File: src/rtl/ahb_lite_req_arbiter_if.sv
// Request/response and AHB-Lite signal bundle for the two-requester arbiter.
// master = arbiter side, slave = requesters plus AHB slave environment.
interface ahb_lite_req_arbiter_if #(
  parameter int ADDR_W = 32,
  parameter int DATA_W = 32
);
  logic [1:0]          req_valid;
  logic [1:0]          req_ready;
  logic [1:0]          req_write;
  logic [2*ADDR_W-1:0] req_addr;
  logic [2*DATA_W-1:0] req_wdata;
  logic [5:0]          req_size;
  logic [1:0]          rsp_valid;
  logic [DATA_W-1:0]   rsp_rdata;
  logic                rsp_err;
  logic [ADDR_W-1:0]   HADDR;
  logic                HWRITE;
  logic [2:0]          HSIZE;
  logic [1:0]          HTRANS;
  logic [2:0]          HBURST;
  logic [3:0]          HPROT;
  logic [DATA_W-1:0]   HWDATA;
  logic [DATA_W-1:0]   HRDATA;
  logic                HREADY;
  logic                HRESP;

  modport master (
    input  req_valid, req_write, req_addr, req_wdata, req_size,
    input  HRDATA, HREADY, HRESP,
    output req_ready, rsp_valid, rsp_rdata, rsp_err,
    output HADDR, HWRITE, HSIZE, HTRANS, HBURST, HPROT, HWDATA
  );

  modport slave (
    output req_valid, req_write, req_addr, req_wdata, req_size,
    output HRDATA, HREADY, HRESP,
    input  req_ready, rsp_valid, rsp_rdata, rsp_err,
    input  HADDR, HWRITE, HSIZE, HTRANS, HBURST, HPROT, HWDATA
  );
endinterface

File: src/rtl/ahb_lite_req_arbiter.sv
// Two-requester AHB-Lite master front end; zero-wait read: accept edge 0, NONSEQ cycle 1, rsp cycle 3.
// Wait states stall both slots and block grants; AHBL_ARB_FIXED_PRIO_EN selects fixed priority (req 0).
module ahb_lite_req_arbiter #(
  parameter int ADDR_W = 32,
  parameter int DATA_W = 32
) (
  input  logic                  HCLK,
  input  logic                  HRESETn,
  ahb_lite_req_arbiter_if.master bus
);

  // address slot
  logic              a_vld;
  logic              a_own;
  logic [ADDR_W-1:0] a_addr;
  logic              a_write;
  logic [2:0]        a_size;
  logic [DATA_W-1:0] a_wdata;
  // data slot
  logic              d_vld;
  logic              d_own;
  logic              d_write;
  logic [DATA_W-1:0] d_wdata;

  logic              cancel;
  logic [1:0]        rsp_valid_q;
  logic [DATA_W-1:0] rsp_rdata_q;
  logic              rsp_err_q;
`ifndef AHBL_ARB_FIXED_PRIO_EN
  logic              rr;
`endif

  logic              adv;
  logic              complete;
  logic              slot_free;
  logic [1:0]        gnt;
  logic [1:0]        ready;
  logic              accept;
  logic              win;
  logic [ADDR_W-1:0] sel_addr;
  logic [DATA_W-1:0] sel_wdata;
  logic [2:0]        sel_size;
  logic              sel_write;

  always_comb begin
    adv       = a_vld & ~cancel & bus.HREADY;
    complete  = d_vld & bus.HREADY;
    // a cancelled slot is held until the retry, so it blocks new grants
    slot_free = ~a_vld | adv;
    gnt       = 2'b00;
`ifdef AHBL_ARB_FIXED_PRIO_EN
    if (bus.req_valid[0])      gnt = 2'b01;
    else if (bus.req_valid[1]) gnt = 2'b10;
`else
    if (bus.req_valid == 2'b11) gnt = rr ? 2'b10 : 2'b01;
    else                        gnt = bus.req_valid;
`endif
    ready     = (HRESETn && slot_free) ? gnt : 2'b00;
    accept    = |(bus.req_valid & ready);
    win       = gnt[1];
    sel_addr  = win ? bus.req_addr[2*ADDR_W-1:ADDR_W]  : bus.req_addr[ADDR_W-1:0];
    sel_wdata = win ? bus.req_wdata[2*DATA_W-1:DATA_W] : bus.req_wdata[DATA_W-1:0];
    sel_size  = win ? bus.req_size[5:3] : bus.req_size[2:0];
    sel_write = win ? bus.req_write[1]  : bus.req_write[0];
  end

  always_ff @(posedge HCLK or negedge HRESETn) begin
    if (!HRESETn) begin
      a_vld       <= 1'b0;
      a_own       <= 1'b0;
      a_addr      <= '0;
      a_write     <= 1'b0;
      a_size      <= 3'b000;
      a_wdata     <= '0;
      d_vld       <= 1'b0;
      d_own       <= 1'b0;
      d_write     <= 1'b0;
      d_wdata     <= '0;
      cancel      <= 1'b0;
      rsp_valid_q <= 2'b00;
      rsp_rdata_q <= '0;
      rsp_err_q   <= 1'b0;
`ifndef AHBL_ARB_FIXED_PRIO_EN
      rr          <= 1'b0;
`endif
    end else begin
      if (accept) begin
        a_vld   <= 1'b1;
        a_own   <= win;
        a_addr  <= sel_addr;
        a_write <= sel_write;
        a_size  <= sel_size;
        a_wdata <= sel_wdata;
`ifndef AHBL_ARB_FIXED_PRIO_EN
        rr      <= ~win;
`endif
      end else if (adv) begin
        a_vld <= 1'b0;
      end

      if (adv) begin
        d_vld   <= 1'b1;
        d_own   <= a_own;
        d_write <= a_write;
        // reads leave the bus write data at its last value
        if (a_write) d_wdata <= a_wdata;
      end else if (complete) begin
        d_vld <= 1'b0;
      end

      if (bus.HREADY)                cancel <= 1'b0;
      else if (d_vld && bus.HRESP)   cancel <= 1'b1;

      rsp_valid_q <= complete ? (d_own ? 2'b10 : 2'b01) : 2'b00;
      if (complete) begin
        rsp_rdata_q <= d_write ? '0 : bus.HRDATA;
        rsp_err_q   <= bus.HRESP;
      end
    end
  end

  assign bus.req_ready = ready;
  assign bus.rsp_valid = rsp_valid_q;
  assign bus.rsp_rdata = rsp_rdata_q;
  assign bus.rsp_err   = rsp_err_q;
  assign bus.HADDR     = a_addr;
  assign bus.HWRITE    = a_write;
  assign bus.HSIZE     = a_size;
  assign bus.HTRANS    = {a_vld & ~cancel, 1'b0};
  assign bus.HBURST    = 3'b000;
  assign bus.HPROT     = 4'b0011;
  assign bus.HWDATA    = d_wdata;

endmodule

File: src/flat_wrapper.sv
// flat-port wrapper written by rule: the top's interface ports become plain ports
module ahb_lite_req_arbiter_flat 
#(
  parameter int ADDR_W = 32,
  parameter int DATA_W = 32
)
  (HCLK, HRESETn, bus_req_valid, bus_req_write, bus_req_addr, bus_req_wdata, bus_req_size, bus_HRDATA, bus_HREADY, bus_HRESP, bus_req_ready, bus_rsp_valid, bus_rsp_rdata, bus_rsp_err, bus_HADDR, bus_HWRITE, bus_HSIZE, bus_HTRANS, bus_HBURST, bus_HPROT, bus_HWDATA);
  ahb_lite_req_arbiter_if #(.ADDR_W(ADDR_W), .DATA_W(DATA_W)) bus_i ();
  input  logic HCLK;
  input  logic HRESETn;
  input wire logic [$bits(bus_i.req_valid)-1:0] bus_req_valid;
  input wire logic [$bits(bus_i.req_write)-1:0] bus_req_write;
  input wire logic [$bits(bus_i.req_addr)-1:0] bus_req_addr;
  input wire logic [$bits(bus_i.req_wdata)-1:0] bus_req_wdata;
  input wire logic [$bits(bus_i.req_size)-1:0] bus_req_size;
  input wire logic [$bits(bus_i.HRDATA)-1:0] bus_HRDATA;
  input wire logic [$bits(bus_i.HREADY)-1:0] bus_HREADY;
  input wire logic [$bits(bus_i.HRESP)-1:0] bus_HRESP;
  output wire logic [$bits(bus_i.req_ready)-1:0] bus_req_ready;
  output wire logic [$bits(bus_i.rsp_valid)-1:0] bus_rsp_valid;
  output wire logic [$bits(bus_i.rsp_rdata)-1:0] bus_rsp_rdata;
  output wire logic [$bits(bus_i.rsp_err)-1:0] bus_rsp_err;
  output wire logic [$bits(bus_i.HADDR)-1:0] bus_HADDR;
  output wire logic [$bits(bus_i.HWRITE)-1:0] bus_HWRITE;
  output wire logic [$bits(bus_i.HSIZE)-1:0] bus_HSIZE;
  output wire logic [$bits(bus_i.HTRANS)-1:0] bus_HTRANS;
  output wire logic [$bits(bus_i.HBURST)-1:0] bus_HBURST;
  output wire logic [$bits(bus_i.HPROT)-1:0] bus_HPROT;
  output wire logic [$bits(bus_i.HWDATA)-1:0] bus_HWDATA;
  assign bus_i.req_valid = bus_req_valid;
  assign bus_i.req_write = bus_req_write;
  assign bus_i.req_addr = bus_req_addr;
  assign bus_i.req_wdata = bus_req_wdata;
  assign bus_i.req_size = bus_req_size;
  assign bus_i.HRDATA = bus_HRDATA;
  assign bus_i.HREADY = bus_HREADY;
  assign bus_i.HRESP = bus_HRESP;
  assign bus_req_ready = bus_i.req_ready;
  assign bus_rsp_valid = bus_i.rsp_valid;
  assign bus_rsp_rdata = bus_i.rsp_rdata;
  assign bus_rsp_err = bus_i.rsp_err;
  assign bus_HADDR = bus_i.HADDR;
  assign bus_HWRITE = bus_i.HWRITE;
  assign bus_HSIZE = bus_i.HSIZE;
  assign bus_HTRANS = bus_i.HTRANS;
  assign bus_HBURST = bus_i.HBURST;
  assign bus_HPROT = bus_i.HPROT;
  assign bus_HWDATA = bus_i.HWDATA;
  ahb_lite_req_arbiter #(.ADDR_W(ADDR_W), .DATA_W(DATA_W)) u_core (.HCLK(HCLK), .HRESETn(HRESETn), .bus(bus_i));
endmodule
File: config.mk
export PLATFORM = sky130hd
export DESIGN_NAME = ahb_lite_req_arbiter_flat
export DESIGN_NICKNAME = d
export VERILOG_FILES = /design/src/rtl/ahb_lite_req_arbiter_if.sv /design/src/rtl/ahb_lite_req_arbiter.sv /design/src/flat_wrapper.sv
export SDC_FILE = /design/constraint.sdc
export NUM_CORES = 1
export LEC_CHECK = 0
export CAP_MARGIN = 0
export CORE_MARGIN = 2
export CORE_UTILIZATION = 42
export CTS_CLUSTER_SIZE = 30
export DETAILED_ROUTE_END_ITERATION = 6
export PLACE_DENSITY = 0.84
export SYNTH_ARGS = -nofsm -noshare
export SYNTH_HDL_FRONTEND = slang
export SYNTH_SLANG_ARGS = --single-unit
File: constraint.sdc
create_clock -name HCLK -period 1.93 [get_ports HCLK]
set_input_delay 0.386 -clock HCLK [delete_from_list [all_inputs] [get_ports HCLK]]
set_output_delay 0.386 -clock HCLK [all_outputs]
set_load 0.1 [all_outputs]
==> results of run 1 <==
where the power goes:
group / switching (mW) / total [mW] / internal, mW
registers: 0.624 / 4.51 / 3.89
clock network: 1.21 / 3.59 / 2.39
logic: 6.71 / 9.02 / 2.31
state kept, by name, indices dropped and copies added, names as in the netlist, 2 cells and up:
name,cells
u_core.a_wdata,32
u_core.bus.rsp_valid,2
u_core.bus.HADDR,32
u_core.bus.HSIZE,3
u_core.bus.HWDATA,32
u_core.bus.rsp_rdata,32
stage by stage:
step / utilization, % / TNS [ps] / total power [mW] / worst slack [ps] / area, um2
6_report: 67.5 / 0 / 17.1 / 0.493 / 9810
5_1_grt: 67.5 / -54.8 / 17.7 / -53.2 / 9810
2_1_floorplan: - / -109 / 11.3 / -109 / 6300
4_1_cts: 67.4 / 0 / 17.2 / 2.00 / 9800
3_3_place_gp: 62.7 / -77.6 / 13.4 / -77.6 / 9110
3_5_place_dp: 62.7 / -105 / 13.6 / -81.4 / 9110
cells by family after synthesis:
group,count (synthesis),share of synthesized area (%)
AO/OA/AOI/OAI,179,24.9
flip-flops,142,56.8
AND/OR/NAND/NOR,82,6.72
buffers and inverters,62,5.46
multiplexers,33,5.94
other,2,0.120
cell type report:
| type | instances | area, um2 | area share [%] |
|---|---|---|---|
| Inverter | 3 | 11.3 | 0.115 |
| Clock buffer | 21 | 470 | 4.80 |
| Multi-Input combinational cell | 302 | 2430 | 24.8 |
| Clock inverter | 11 | 186 | 1.90 |
| Sequential cell | 142 | 3550 | 36.2 |
| Timing Repair Buffer | 304 | 2920 | 29.8 |
| Tap cell | 184 | 230 | 2.35 |
cells in the final DEF (no fill, tap or decap), drive strengths merged, types with 5 or more instances in the layout:
master	synthesis	routed
clkbuf	29	21
bufinv	0	5
buf	30	131
a2bb2oi	68	68
conb	2	8
mux2	33	33
nand2	40	40
o32ai	69	69
clkdlybuf4s50	0	171
nand2b	33	33
dfrtp	142	142
clkinv	0	5
o21ai	35	35
per-layer routing:
layer,wire [um],track usage [%],up-vias
li1,-,-,2418
met1,7130,27.9,2586
met2,9020,39.2,238
met3,1300,6.24,26
met4,328,7.56,0
met5,0,0,-
critical path: stages (launching register included):
cell and delay [ps]:
dfrtp_1 390, nand2b_4 160, a21bo_4 240, nor3_4 150, buf_12 200
path summary, 6_finish.rpt:
check / startpoint / to / slack [ps]
max reg2reg: u_core.cancel / u_core.bus.HWDATA[4] / 240
min in group HCLK: HRESETn / u_core.a_vld / 370
max in group asynchronous: HRESETn / u_core.a_wdata[8] / 850
min: HRESETn / u_core.a_wdata[30] / 80
min reg2reg: u_core.d_own / u_core.bus.rsp_valid[0] / 460
max: u_core.cancel / bus_req_ready[1] / 0.5
repair_timing:
item | CTS | global route
buffers inserted | 1 | 1
resized for setup | 3 | 1
endpoints found under the setup margin | 2 | 2
hold buffers | 1 | 0
hold endpoints to repair | 1 | 0
pin swaps | 2 | 0
==> run summary, run 1 <==
CP Class: reg2out
Post-synth EDFFs: 0
CTS tree: done
Maximum VDD drop: 0.000854 V
Dpl cells: 932
Die width: 126 um
Clock skew: 5.31 ps
Area contributors post-synth: dfrtp_1, o32ai_1, a2bb2oi_1, mux2_2, a2bb2oi_2
Tightest Pin Transition: 740 ps
Fin Hold WS: 83.9 ps
CTS Sinks: 142
Wirelength, routed: 17800 um
Flops & latches, synth: 142
First drt pass iteration count: 4
First-pass GRT wire length: 28700 um
Largest net degree at the start of global routing: 69
FILL cells: 1022
GRT Util Overall: 22.8%
Pwr Density: 1750 nW/um2
Syn-to-layout area delta: 56.8%
Slew Limit Fails: 0
Initial Util: 43.0%
Relative slew slack: 50.7%
WL per Instance: 18.4 um
Antenna Cells: 0
IO Pins: 288
Rows: 44
Async SR Flop Fraction: 100%
Layout cells sized above 1: 28.5%
Detailed-placement wirelength estimate: 12600 um
Required time worst endpoint: 1540 ps
Period Utilization, post-route: 100%
CP Launch Type: flop
Syn Inst Count: 500
Post-synth top flop: dfrtp_1
Vias in the first global route: 5498
Final RePlAce weighted congestion: 0.832
Max capacitance violation total: 0
Yosys top cell by area: dfrtp_1
CP max FO: 3
H-tree depth: 4
Status: finished, final reports clean
Reg clk slew, reported paths: 60 ps
DIE AREA: 15900 um2
Yosys warns: 0
Detail Route Antenna Nets: 0
Drt via density: 5.45
Nets@finish: 944
Total congestion overflow: 0
Vias: 5268
IO buf count: 279
Clock latency on the worst-skew pair: 410 ps
Die Span Y: 126 um
Remaining DRCs: 0
Leak: 4.07 nW
DR iter-0 viols: 276
Fin crit period: 1930 ps
Final hold vios: 0
Hold Crit Class: in2async
Worst setup EP type: output port
Clk buf depth: 2
Initial antenna violation count: 0
# setup viols final: 0
Proportion of synthesized chip area in sequential cells: 56.8%
Count leader, synth: dfrtp_1
RSZ-0062 raised after global routing: yes
Commonest cells post-synth: dfrtp_1, o32ai_1, a2bb2oi_1
Synth Area per Inst: 12.5 um2
Fin cells: 967
CTS buffer count: 17
Cell Area, Synth: 6250 um2
Clock root cell: clkbuf_16
Worst R2R Path Depth: 6
F_max: 0.518 GHz
Distinct cells, synth: 31
Core area: 14500 um2
Synth top area share: 56.8%
Worst EP arrival: 1540 ps
(Power assumes the default switching activity.)
==> inputs of run 2 (changes only) <==
--- a/config.mk
+++ b/config.mk
@@ -6,11 +6,12 @@
 export NUM_CORES = 1
 export LEC_CHECK = 0
 export CAP_MARGIN = 0
-export CORE_MARGIN = 2
+export CORE_MARGIN = 4
 export CORE_UTILIZATION = 42
 export CTS_CLUSTER_SIZE = 30
 export DETAILED_ROUTE_END_ITERATION = 6
 export PLACE_DENSITY = 0.84
+export REMOVE_ABC_BUFFERS = 1
 export SYNTH_ARGS = -nofsm -noshare
 export SYNTH_HDL_FRONTEND = slang
 export SYNTH_SLANG_ARGS = --single-unit
==> run 2 against run 1 <==
The flow now finishes with violations (negative setup slack). Worst hold slack better by 380 ps. Cell count is 1.1% higher. Cell area is 0.42% higher. First-iteration DRC count is 6.5% lower. Clock-buffer cell count is 2 lower. Power is 0.99% lower. Register-to-register slack worse by 50 ps. Clock skew is 1.9 ps higher. Critical endpoint unchanged.
==> run summary, run 2 (synthesized netlist as in run 1, its figures left out) <==
RSZ-0062 raised after global routing: yes
Core area: 14500 um2 (unchanged)
Die width: 130 um (+3.2%)
Clk buf depth: 2 (unchanged)
Vias: 5332 (+1.2%)
Layout cells sized above 1: 29.3% (+0.86 points)
Hold_sp: u_core.d_own
WL per Instance: 19.5 um (+6.0%)
Worst EP arrival: 1620 ps (+80 ps)
Initial Util: 43.0% (unchanged)
Die Span Y: 130 um (+3.2%)
DR iter-0 viols: 258 (-6.5%)
Period Utilization, post-route: 104% (+4.1 points)
Comb power frac: 53.8% (+1.1 points)
CTS Sinks: 142 (unchanged)
Worst r2r src: u_core.cancel
DIE AREA: 16900 um2 (+6.4%)
CTS tree: done
Initial antenna violation count: 0 (unchanged)
GRT Util Overall: 22.0% (-0.83 points)
Pint: 8.26 mW (-3.8%)
Clock share of power: 19.6% (-1.4 points)
CTS buffer count: 17 (unchanged)
Most common cell after layout, fill and taps aside: clkdlybuf4s50_1
Pwr Density: 1720 nW/um2 (-1.4%)
Relative slew slack: 47.8% (-2.9 points)
Required time worst endpoint: 1540 ps (about the same)
Total congestion overflow: 0 (unchanged)
Syn-to-layout area delta: 57.5%
Slew Limit Fails: 0 (unchanged)
Failing checks: negative setup slack
CP Launch Type: flop
First-pass GRT wire length: 28900 um (+0.72%)
Nets@finish: 955 (+1.2%)
Setup slack after placement: -134 ps (-52.4 ps)
First drt pass iteration count: 4 (unchanged)
Placed inst area: 9140 um2 (+0.30%)
Detail Route Antenna Nets: 0 (unchanged)
# setup viols final: 2 (+2)
H-tree depth: 4 (unchanged)
Detailed-placement wirelength estimate: 13900 um (+10%)
Final worst slack: -77.9 ps (-78.4 ps)
CP Class: reg2out
Max capacitance violation total: 0 (unchanged)
Clock root cell: clkbuf_16
Vias in the first global route: 5672 (+3.2%)
Reg clk slew, reported paths: 60 ps (about the same)
Rows: 44 (unchanged)
Leak: 4.10 nW (+0.76%)
IO buf count: 279 (unchanged)
F_max: 0.498 GHz (-3.9%)
Fin cells: 978 (+1.1%)
Largest net degree at the start of global routing: 63 (-8.7%)
Post-Layout Inst Area: 9850 um2 (+0.42%)
Final RePlAce weighted congestion: 0.878 (+5.5%)
Antenna Cells: 0 (unchanged)
Hold Crit Depth: 1
Tightest Pin Transition: 784 ps (+43.5 ps)
Flop pwr share: 26.6% (+0.3 points)
Final hold vios: 0 (unchanged)
Wirelength, routed: 19100 um (+7.2%)
CP max FO: 3 (unchanged)
Tot Pwr: 17.0 mW (-0.99%)
IO Pins: 288 (unchanged)
Fin crit period: 2010 ps (+78.4 ps)
Psw: 8.70 mW (+1.8%)
Worst R2R Path Depth: 8 (+2)
Status: finished with violations
Dpl cells: 938 (+0.64%)
Drt via density: 5.45 (about the same)
Clock skew: 7.25 ps (+1.95 ps)
Worst setup EP type: output port
Worst reg2reg setup slack: 190 ps (-50 ps)
Hold Crit Class: reg2reg
Remaining DRCs: 0 (unchanged)
Min-Delay Endpoint: u_core.bus.rsp_valid[0]
Most frequent cells in the layout: clkdlybuf4s50_1, dfrtp_1, buf_4
Clock latency on the worst-skew pair: 420 ps (about the same)
Maximum VDD drop: 0.00100 V (+17%)
Switching Fraction: 51.3% (+1.4 points)
FF-to-FF End: u_core.bus.HSIZE[0]
[run 2: routing by layer]
metal	track usage (%)	wire [um]	share of wire [%]
met5	0	0	0
met4	8.25	440	2.3
met3	6.92	1750	9.2
met2	38.7	9580	50
met1	25.0	7290	38
[run 2: what timing repair did]
action | CTS | global route
pin swaps | 1 | 0
hold buffers | 2 | 0
cloned | 0 | 1
setup buffers | 2 | 3
resized for setup | 4 | 2
endpoints found under the hold margin | 10 | 0
endpoints found under the setup margin | 2 | 48
[run 2: power by group through the flow]
stage	registers [mW]	logic [mW]	clock network, mW
3_3_place_gp	4.49	9.02	0
5_1_grt	4.63	9.40	3.53
6_report	4.51	9.12	3.33
3_5_place_dp	4.55	9.12	0
4_1_cts	4.52	9.14	3.38
2_1_floorplan	9.63	1.52	0
[run 2: cell type report]
type                    count  area, um2
clock buffers              19        453
flip-flops and latches    142       3550
inverters                   3       11.3
multi-input cells         302       2420
repair buffers            315       3030
fillers                  1043       4680
well taps                 184        230
clock inverters            13        151
[run 2: worst max-delay path by stage]
stage	from	end	slack, ps
after global routing	u_core.cancel	bus_req_ready[1]	-140
after floorplan	u_core.rr	bus_req_ready[1]	-2690
final	u_core.cancel	bus_req_ready[1]	-80
after global placement	bus_HREADY	bus_req_ready[1]	-160
after detailed placement	bus_HREADY	bus_req_ready[1]	-130
after CTS	u_core.cancel	bus_req_ready[1]	-80
[run 2: per-stage QoR]
stage                     setup TNS, ps  utilization, %  hold slack (ps)
after floorplan                  -94380               -             90.4
final                              -140            67.8              459
after CTS                          -130            67.4              462
after detailed placement          -1120            62.9              340
after global placement             -203            62.9              332
after global routing               -274            67.8              488
[run 2: worst max-delay path, stage by stage (launching register included)]
cell	delay [ps]
dfrtp_1	400
nand2b_4	160
a21bo_4	210
nor3_2	140
buf_4	130
buf_12	160
